## src/rtl/counter_sequencer_if.sv

```systemverilog
// Requester-side job handshake shared by two requesters; requester i uses bit i
// and data lane [i*N +: N].
interface counter_sequencer_if #(
   parameter int N = 64
);
   logic [1:0]     req_valid;
   logic [1:0]     req_ready;
   logic [1:0]     req_dec;
   logic [2*N-1:0] req_start;
   logic [2*N-1:0] req_target;

   modport master (
      output req_valid, req_start, req_target, req_dec,
      input  req_ready
   );

   modport slave (
      input  req_valid, req_start, req_target, req_dec,
      output req_ready
   );
endinterface

```

## src/rtl/counter_sequencer.sv

```systemverilog
// Round-robin sequencer that shares one external up/down loadable counter
// between two requesters and stops it exactly at each job's target.
module counter_sequencer #(
   parameter int N = 64
) (
   input  logic                clock,
   input  logic                reset,
   counter_sequencer_if.slave  req,
   input  logic                pause,
   input  logic                abort,
   input  logic [N-1:0]        cnt_value,
   output logic                cnt_load,
   output logic [N-1:0]        cnt_load_value,
   output logic                cnt_enable,
   output logic                cnt_dec,
   output logic                busy,
   output logic                done,
   output logic                done_id,
   output logic                done_abort
);

   typedef enum logic [1:0] {
      IDLE,
      LOAD,
      RUN,
      DONE
   } state_t;

   state_t       state;
   logic         rr_ptr;
   logic         id_q;
   logic         dec_q;
   logic         abort_q;
   logic [N-1:0] start_q;
   logic [N-1:0] target_q;

   logic         grant;
   logic [1:0]   ready;
   logic         handshake;
   logic         at_target;

   // NOTE: every always_comb output gets a default before any branch, so no latch is inferred.
   always_comb begin
      grant = rr_ptr;
      if (req.req_valid == 2'b01) grant = 1'b0;
      else if (req.req_valid == 2'b10) grant = 1'b1;
      ready = 2'b00;
      // Ready is combinational, so it is gated by reset to stay low while reset is held.
      if (state == IDLE && reset && req.req_valid != 2'b00) ready[grant] = 1'b1;
   end

   assign req.req_ready = ready;
   assign handshake     = |(req.req_valid & ready);
   assign at_target     = (cnt_value == target_q);

   // NOTE: sequential state uses non-blocking assignments only; blocking here would race with readers.
   always_ff @(posedge clock or negedge reset) begin
      if (!reset) begin
         state    <= IDLE;
         rr_ptr   <= 1'b0;
         id_q     <= 1'b0;
         dec_q    <= 1'b0;
         abort_q  <= 1'b0;
         start_q  <= '0;
         target_q <= '0;
      end else begin
         case (state)
            IDLE: begin
               if (handshake) begin
                  start_q  <= grant ? req.req_start[N +: N]  : req.req_start[0 +: N];
                  target_q <= grant ? req.req_target[N +: N] : req.req_target[0 +: N];
                  dec_q    <= req.req_dec[grant];
                  id_q     <= grant;
                  abort_q  <= 1'b0;
                  state    <= LOAD;
               end
            end
            LOAD: begin
               // An abort here skips RUN, but the load strobe has already gone out this cycle.
               abort_q <= abort;
               state   <= abort ? DONE : RUN;
            end
            RUN: begin
               if (at_target) begin
                  abort_q <= 1'b0;
                  state   <= DONE;
               end else if (abort) begin
                  abort_q <= 1'b1;
                  state   <= DONE;
               end
            end
            DONE: begin
               rr_ptr <= ~id_q;
               state  <= IDLE;
            end
            default: state <= IDLE;
         endcase
      end
   end

   assign cnt_load       = (state == LOAD);
   assign cnt_load_value = start_q;
   assign cnt_enable     = (state == RUN) & ~pause & ~at_target & ~abort;
   assign cnt_dec        = (state == RUN) & dec_q;
   assign busy           = (state != IDLE);
   assign done           = (state == DONE);
   assign done_id        = done & id_q;
   assign done_abort     = done & abort_q;

endmodule

```

## src/flat_wrapper.sv

```systemverilog
// flat-port wrapper written by rule: the top's interface ports become plain ports
module counter_sequencer_flat 
#(
   parameter int N = 64
)
  (clock, reset, pause, abort, cnt_value, cnt_load, cnt_load_value, cnt_enable, cnt_dec, busy, done, done_id, done_abort, req_req_valid, req_req_start, req_req_target, req_req_dec, req_req_ready);
  counter_sequencer_if #(.N(N)) req_i ();
  input  logic clock;
  input  logic reset;
  input  logic pause;
  input  logic abort;
  input  logic [N-1:0] cnt_value;
  output logic cnt_load;
  output logic [N-1:0] cnt_load_value;
  output logic cnt_enable;
  output logic cnt_dec;
  output logic busy;
  output logic done;
  output logic done_id;
  output logic done_abort;
  input wire logic [$bits(req_i.req_valid)-1:0] req_req_valid;
  input wire logic [$bits(req_i.req_start)-1:0] req_req_start;
  input wire logic [$bits(req_i.req_target)-1:0] req_req_target;
  input wire logic [$bits(req_i.req_dec)-1:0] req_req_dec;
  output wire logic [$bits(req_i.req_ready)-1:0] req_req_ready;
  assign req_i.req_valid = req_req_valid;
  assign req_i.req_start = req_req_start;
  assign req_i.req_target = req_req_target;
  assign req_i.req_dec = req_req_dec;
  assign req_req_ready = req_i.req_ready;
  counter_sequencer #(.N(N)) u_core (.clock(clock), .reset(reset), .req(req_i), .pause(pause), .abort(abort), .cnt_value(cnt_value), .cnt_load(cnt_load), .cnt_load_value(cnt_load_value), .cnt_enable(cnt_enable), .cnt_dec(cnt_dec), .busy(busy), .done(done), .done_id(done_id), .done_abort(done_abort));
endmodule
```

## config.mk

```make
export PLATFORM = sky130hd
export DESIGN_NAME = counter_sequencer_flat
export DESIGN_NICKNAME = d
export VERILOG_FILES = /design/src/rtl/counter_sequencer_if.sv /design/src/rtl/counter_sequencer.sv /design/src/flat_wrapper.sv
export SDC_FILE = /design/constraint.sdc
export NUM_CORES = 1
export LEC_CHECK = 0
export ABC_CLOCK_PERIOD_IN_PS = 2800
export CORE_AREA = 2 2 158 160
export DETAILED_ROUTE_END_ITERATION = 8
export DIE_AREA = 0 0 160 162
export SLEW_MARGIN = 10
export SYNTH_ARGS = -nofsm -noshare
export SYNTH_HDL_FRONTEND = slang
export SYNTH_SLANG_ARGS = --single-unit
```

## constraint.sdc

```tcl
create_clock -name clock -period 2.8 [get_ports clock]
set_clock_uncertainty 0.2 [all_clocks]
set_input_delay 0.84 -clock clock [delete_from_list [all_inputs] [get_ports clock]]
set_output_delay 0.84 -clock clock [all_outputs]
set_load 0.03 [all_outputs]
```

# Word-level counts from Yosys, hierarchy flattened
# Index checks and enable logic that the tools add are counted.
dict set report classes {
  magnitude_cmp 2
  eq_ne 8
  n_mux 18
  bitwise 11
  n_reduce_logical 11
}
# cell count
set op_table {}
lappend op_table {{$mux W64} 2}
lappend op_table {{$eq A64 B64 Y1} 1}
lappend op_table {{$mux W1} 9}
lappend op_table {{$mux W2} 4}
lappend op_table {{$pmux W2 S4} 1}
lappend op_table {{$and A1 B1 Y1} 6}
lappend op_table {{$eq A2 B2 Y1 const B} 3}
lappend op_table {{$eq A2 B1 Y1 const B} 2}
lappend op_table {{$not A1 Y1} 4}
lappend op_table {{$reduce_and A2 Y1} 2}
lappend op_table {{$reduce_bool A2 Y1} 2}
lappend op_table {{$logic_and A1 B1 Y1} 3}
lappend op_table {{$ne A3 B2 Y1 const B} 1}
lappend op_table {{$pmux W1 S3} 1}
lappend op_table {{$reduce_and A3 Y1} 1}
lappend op_table {{$reduce_bool A3 Y1} 1}
lappend op_table {{$and A2 B2 Y2} 1}
lappend op_table {{$logic_not A2 Y1} 1}
lappend op_table {{$lt A1 B2 Y1 const B} 1}
lappend op_table {{$ne A2 B1 Y1 const B} 1}
lappend op_table {{$reduce_or A2 Y1} 1}
lappend op_table {{$demux W1 S1} 1}
lappend op_table {{$ge A1 B1 Y1 const B} 1}
dict set report word_totals {
  regBits 134
  inputBits 328
  output_inout_bits 73
}

# Longest topological paths before layout
dict set report logic_depth {
  ltp_word 12
  depth_mapped 8
}

# Worst setup path after synthesis
# OpenSTA, ideal clock, no wires.
dict set report synth_path {
  path_kind {input to output}
  startpoint {in cnt_value[32]}
  endpoint {out cnt_enable}
  arrival_ps 2004
  required_ps 1760
  path_slack_ps -244
  stages 5
  path_cell_list {xnor2_1 > nand4_1 > nor4_1 > and4_2 > nor3_1}
}
dict set report synth_via {
  elab_chain_cells 4
}
# element line
set synth_lines {}
lappend synth_lines {{start: declaration} flat_wrapper.sv:12} ;# input logic [N-1:0] cnt_value;
lappend synth_lines {{$eq A64 B64 Y1} counter_sequencer.sv:54} ;# assign at_target = (cnt_value == target_q);
lappend synth_lines {{$not A1 Y1} counter_sequencer.sv:103} ;# assign cnt_enable = (state == RUN) & ~pause & ~at_target & ~abort;
lappend synth_lines {{$and A1 B1 Y1 (2 in a row)} counter_sequencer.sv:103}
lappend synth_lines {{end: declaration} flat_wrapper.sv:15} ;# output logic cnt_enable;
# No other way between the ends.

# Worst setup path in the final report
dict set report layout_path {
  startpoint {in cnt_value[51]}
  endpoint {out cnt_enable}
}
# Same word-level chain as after synthesis.

==> implementation parameters <==
Parameter                              Value

Power
  Leakage ... about 5.6 nW
  Power consumption ... 10.74 mW
  Worst ir drop on vdd ... 0.4826 mV
  Power Density ... 875.7 mW/mm^2

Cells and area
  Util after Layout ... 50.87%
  Top library cells by usage in the layout, fill and taps aside ... sky130_fd_sc_hd__clkdlybuf4s50_1 (324), sky130_fd_sc_hd__dfrtp_1 (134), sky130_fd_sc_hd__nand2_1 (130), sky130_fd_sc_hd__mux2i_1 (130), sky130_fd_sc_hd__o21ai_1 (130)
  Layout cells sized above 1 ... 10.65%
  Layout overhead on the synthesized area ... 77.15%
  Most common library cell in the layout ignoring fill and taps ... sky130_fd_sc_hd__clkdlybuf4s50_1
  Design area ... 0.01226 mm^2
  Fill cell total of the finished layout ... 2,324
  Net total in the final layout ... 1,428

Floorplan
  Core Region ... 0.02411 mm^2
  IO Pins ... between 400 and 500
  Rows ... 57
  Initial Util ... around 29%
  Die Wd ... 160 um
  Height of the chip ... 162 um
  Total Die Area ... 0.02592 mm^2

Timing
  Fmax ... 300.2 MHz
  RSZ-0062 raised after global routing ... yes
  Period minus WS final ... 3.331 ns
  Final hold violations ... 0
  Final clock period utilization by the worst path ... 119.0%
  Final worst slack ... -0.5312 ns
  Worst-Margin Slew ... 0.7911 ns
  Max-slew violation count ... 0
  Slew margin rel. ... approximately 47%
  Final Setup Violations ... 1

Setup path
  Largest fanout on the critical path ... 2
  CP cell instances ... dlygate4sd2_1, xnor2_1, nand4_1, nor4_4, and4_4, nor3_4, buf_6
  CP Data Arrival Time ... approximately 2.3 ns
  CP max stage delay ... 0.42 ns
  Critical path type ... in -> out
  Sort of element at the end of the critical path ... output port
  Data required time of the worst path ... about 1.8 ns
  Slowest-stage cell, CP ... sky130_fd_sc_hd__nor4_4
  Launching element type of the critical path ... primary input

Logic synthesis
  Largest area contributor in the netlist ... sky130_fd_sc_hd__dfrtp_1
  Post-synthesis adder-cell area fraction ... less than 1%
  Synth Warn # ... 0
  Post-Synthesis Net Count ... 1,019
  Share of the synthesized netlist area taken by xor and xnor gates ... 8.098%
  Main combinational cell family by area after synthesis ... multiplexers
  Post-synthesis sequential area ratio ... 48.45%
  Total of flip-flops plus latches after synthesis ... 134
  Synthesized-area fraction occupied by ao, oa, aoi and oai cells ... 10.50%
  Post-synth EDFFs ... 0
  Fraction of synthesized cell area taken by the top area cell type ... 48.45%
  Leading post-synthesis cells by cell area ... sky130_fd_sc_hd__dfrtp_1 (48%), sky130_fd_sc_hd__mux2i_1 (19%), sky130_fd_sc_hd__o21ai_1 (9.5%)
  Most used flip-flop cell after synthesis ... sky130_fd_sc_hd__dfrtp_1
  Count of different cell masters after synthesis ... 27
  Post-synthesis instance total ... roughly 700
  Fraction of registers with async set/reset ... 100.0%
  Mean post-synth cell area ... 10.09 um^2
  Fraction of the mapped netlist area in simple logic gates ... ~10%
  Mux contribution to synthesized area ... 18.80%
  Synthesized cell area ... between 0.006 and 0.007 mm^2

CTS
  Buffer cell driving the clock tree root ... sky130_fd_sc_hd__clkbuf_16
  Number of buffers added by the clock tree synthesis step ... 17
  Maximum number of buffers from clock root to sink ... 2
  TritonCTS clock tree ... yes
  Clock-pin transition on the worst setup and hold timing paths ... around 0.06 ns
  Total number of clock tree sinks ... 134
  Depth of the CTS H-tree ... 4
  Insertion delay of the later-clocked pin in the worst-skew pair ... between 0.4 and 0.5 ns

Global route
  Total congestion overflow after global routing ... 0
  Global-route wire length before repair ... ~38 mm
  Vias in the first global route ... 6,661
  Antenna violations before repair ... 2
  Total GRT Usage ... about a fifth
  Maximum number of pins on one net before global-route repair ... around 140

Drt
  TritonRoute pass-1 iters ... 4
  Sum of met2 wire segment lengths after detailed routing ... 12.19 mm
  Per-cell routed wire length ... 17.25 um
  Highest routed metal layer ... met5
  Met3 Wirelength ... 2.180 mm
  Drt via density ... 4.375
  Number of design-rule violations left by the first detailed-router iteration ... between 200 and 250
  Metal-1 WL ... 9.768 mm
  Drt drc ... 0
  Total number of vias ... 6,270
  Count of antenna-violating nets left after detailed routing ... 0
  Total routed wirelength ... 24.72 mm

Placed design
  Number of I/O port buffers ... 400
  Placer Congestion ... around 0.8
  Detailed placer's ending HPWL ... just under 20 mm
  Setup WS pre-CTS ... -1.061 ns
  Placed Instance Area ... around 0.011 mm^2

Worst hold path
  Path category of the worst min-delay check ... reg -> reg

Job
  Reported max-cap violation count ... 0

Run status
  Outcome ... finished, violations left
  Failing checks ... setup timing
[synth_stat cells (2+ instances only)]
| cell | instances |
|---|---|
| sky130_fd_sc_hd__dfrtp_1 | 134 |
| sky130_fd_sc_hd__nand2_1 | 131 |
| sky130_fd_sc_hd__o21ai_1 | 131 |
| sky130_fd_sc_hd__mux2i_1 | 130 |
| sky130_fd_sc_hd__xnor2_1 | 64 |
| sky130_fd_sc_hd__clkbuf_1 | 25 |
| sky130_fd_sc_hd__nand4_1 | 17 |
| sky130_fd_sc_hd__buf_2 | 15 |
| sky130_fd_sc_hd__nor2_1 | 7 |
| sky130_fd_sc_hd__ha_1 | 5 |
| sky130_fd_sc_hd__inv_1 | 4 |
| sky130_fd_sc_hd__and2_1 | 3 |
| sky130_fd_sc_hd__a211oi_1 | 2 |
| sky130_fd_sc_hd__buf_1 | 2 |
| sky130_fd_sc_hd__nor2b_1 | 2 |
| sky130_fd_sc_hd__nor4_1 | 2 |
| sky130_fd_sc_hd__nor4_2 | 2 |
[kinds of logic after synthesis]
kind of cell,after synthesis
and+or+nand+nor,166
AOI/OAI and AO/OA,140
DFF,134
muxes,130
xor gates and xnor gates,64
buffers and inverters,47
adders and majority gates,5
[area by class of cell]
| class | count | area, um^2 | area share, % |
|---|---|---|---|
| Clock buffer | 19 | 442.9 | 3.612 |
| Clock inverter | 13 | 146.4 | 1.194 |
| Sequential cell | 134 | 3353 | 27.35 |
| Antenna cell | 1 | 2.502 | 0.02041 |
| Tap cell | 324 | 405.4 | 3.306 |
| Inverter | 5 | 32.53 | 0.2653 |
| Multi-Input combinational cell | 505 | 3626 | 29.57 |
| Timing Repair Buffer | 432 | 4253 | 34.68 |
[per-stage QoR]
stage | std cells | setup TNS, ns | hold slack [ns]
final | 1433 | -0.5312 | 0.2784
after CTS | 1428 | -0.5527 | 0.2840
after global placement | 1391 | -6.290 | 0.2550
after floorplan | 686 | -0.004953 | 0.2420
after detailed placement | 1391 | -7.988 | 0.2694
after global routing | 1433 | -0.5974 | 0.3000
[worst max-delay path, delay by kind of cell]
family | cells | cell delay (ns)
xor gates and xnor gates | 1 | 0.12
and+or+nand+nor | 4 | 0.95
buffers and inverters | 2 | 0.38
[state kept, by name (all words and copies together), names as in the netlist]
signal                 cells
u_core.rr_ptr              1
u_core.state               2
u_core.target_q           64
u_core.abort_q             1
u_core.cnt_load_value     64
u_core.dec_q               1
u_core.id_q                1
[routing by layer]
metal / GRT usage (%) / vias up
li1: - / 3182
met1: 22.21 / 2786
met2: 34.10 / 268
met3: 6.920 / 32
met4: 6.552 / 2
met5: 0 / -
[worst paths after layout]
check | start | to | slack, ns | depth (start not counted)
worst max register to register | u_core.target_q[5] | u_core.abort_q | 0.25 | 9
worst min-delay path | u_core.dec_q | u_core.dec_q | 0.28 | 2
worst max-delay path | cnt_value[51] | cnt_enable | -0.53 | 7
min in group asynchronous | reset | u_core.target_q[34] | 0.30 | 2
max in group asynchronous | reset | u_core.target_q[10] | 1.47 | 2
worst min register to register | u_core.dec_q | u_core.dec_q | 0.28 | 2
[what timing repair did]
action | 4_1_cts | 5_1_grt
setup buffers | 6 | 4
hold buffers | 0 | 0
resized for setup | 141 | 19
pin swaps | 68 | 23
endpoints found under the setup margin | 12 | 7
gates cloned | 0 | 0
[report_power, final]
group / leakage [nW] / switching (mW) / internal, mW
sequential: 1.69 / 0.587 / 2.80
clock: 0.273 / 0.923 / 1.35
combinational: 3.66 / 2.64 / 2.44
total: 5.62 / 4.15 / 6.59
No activity file was read; power rests on OpenSTA's default activity.
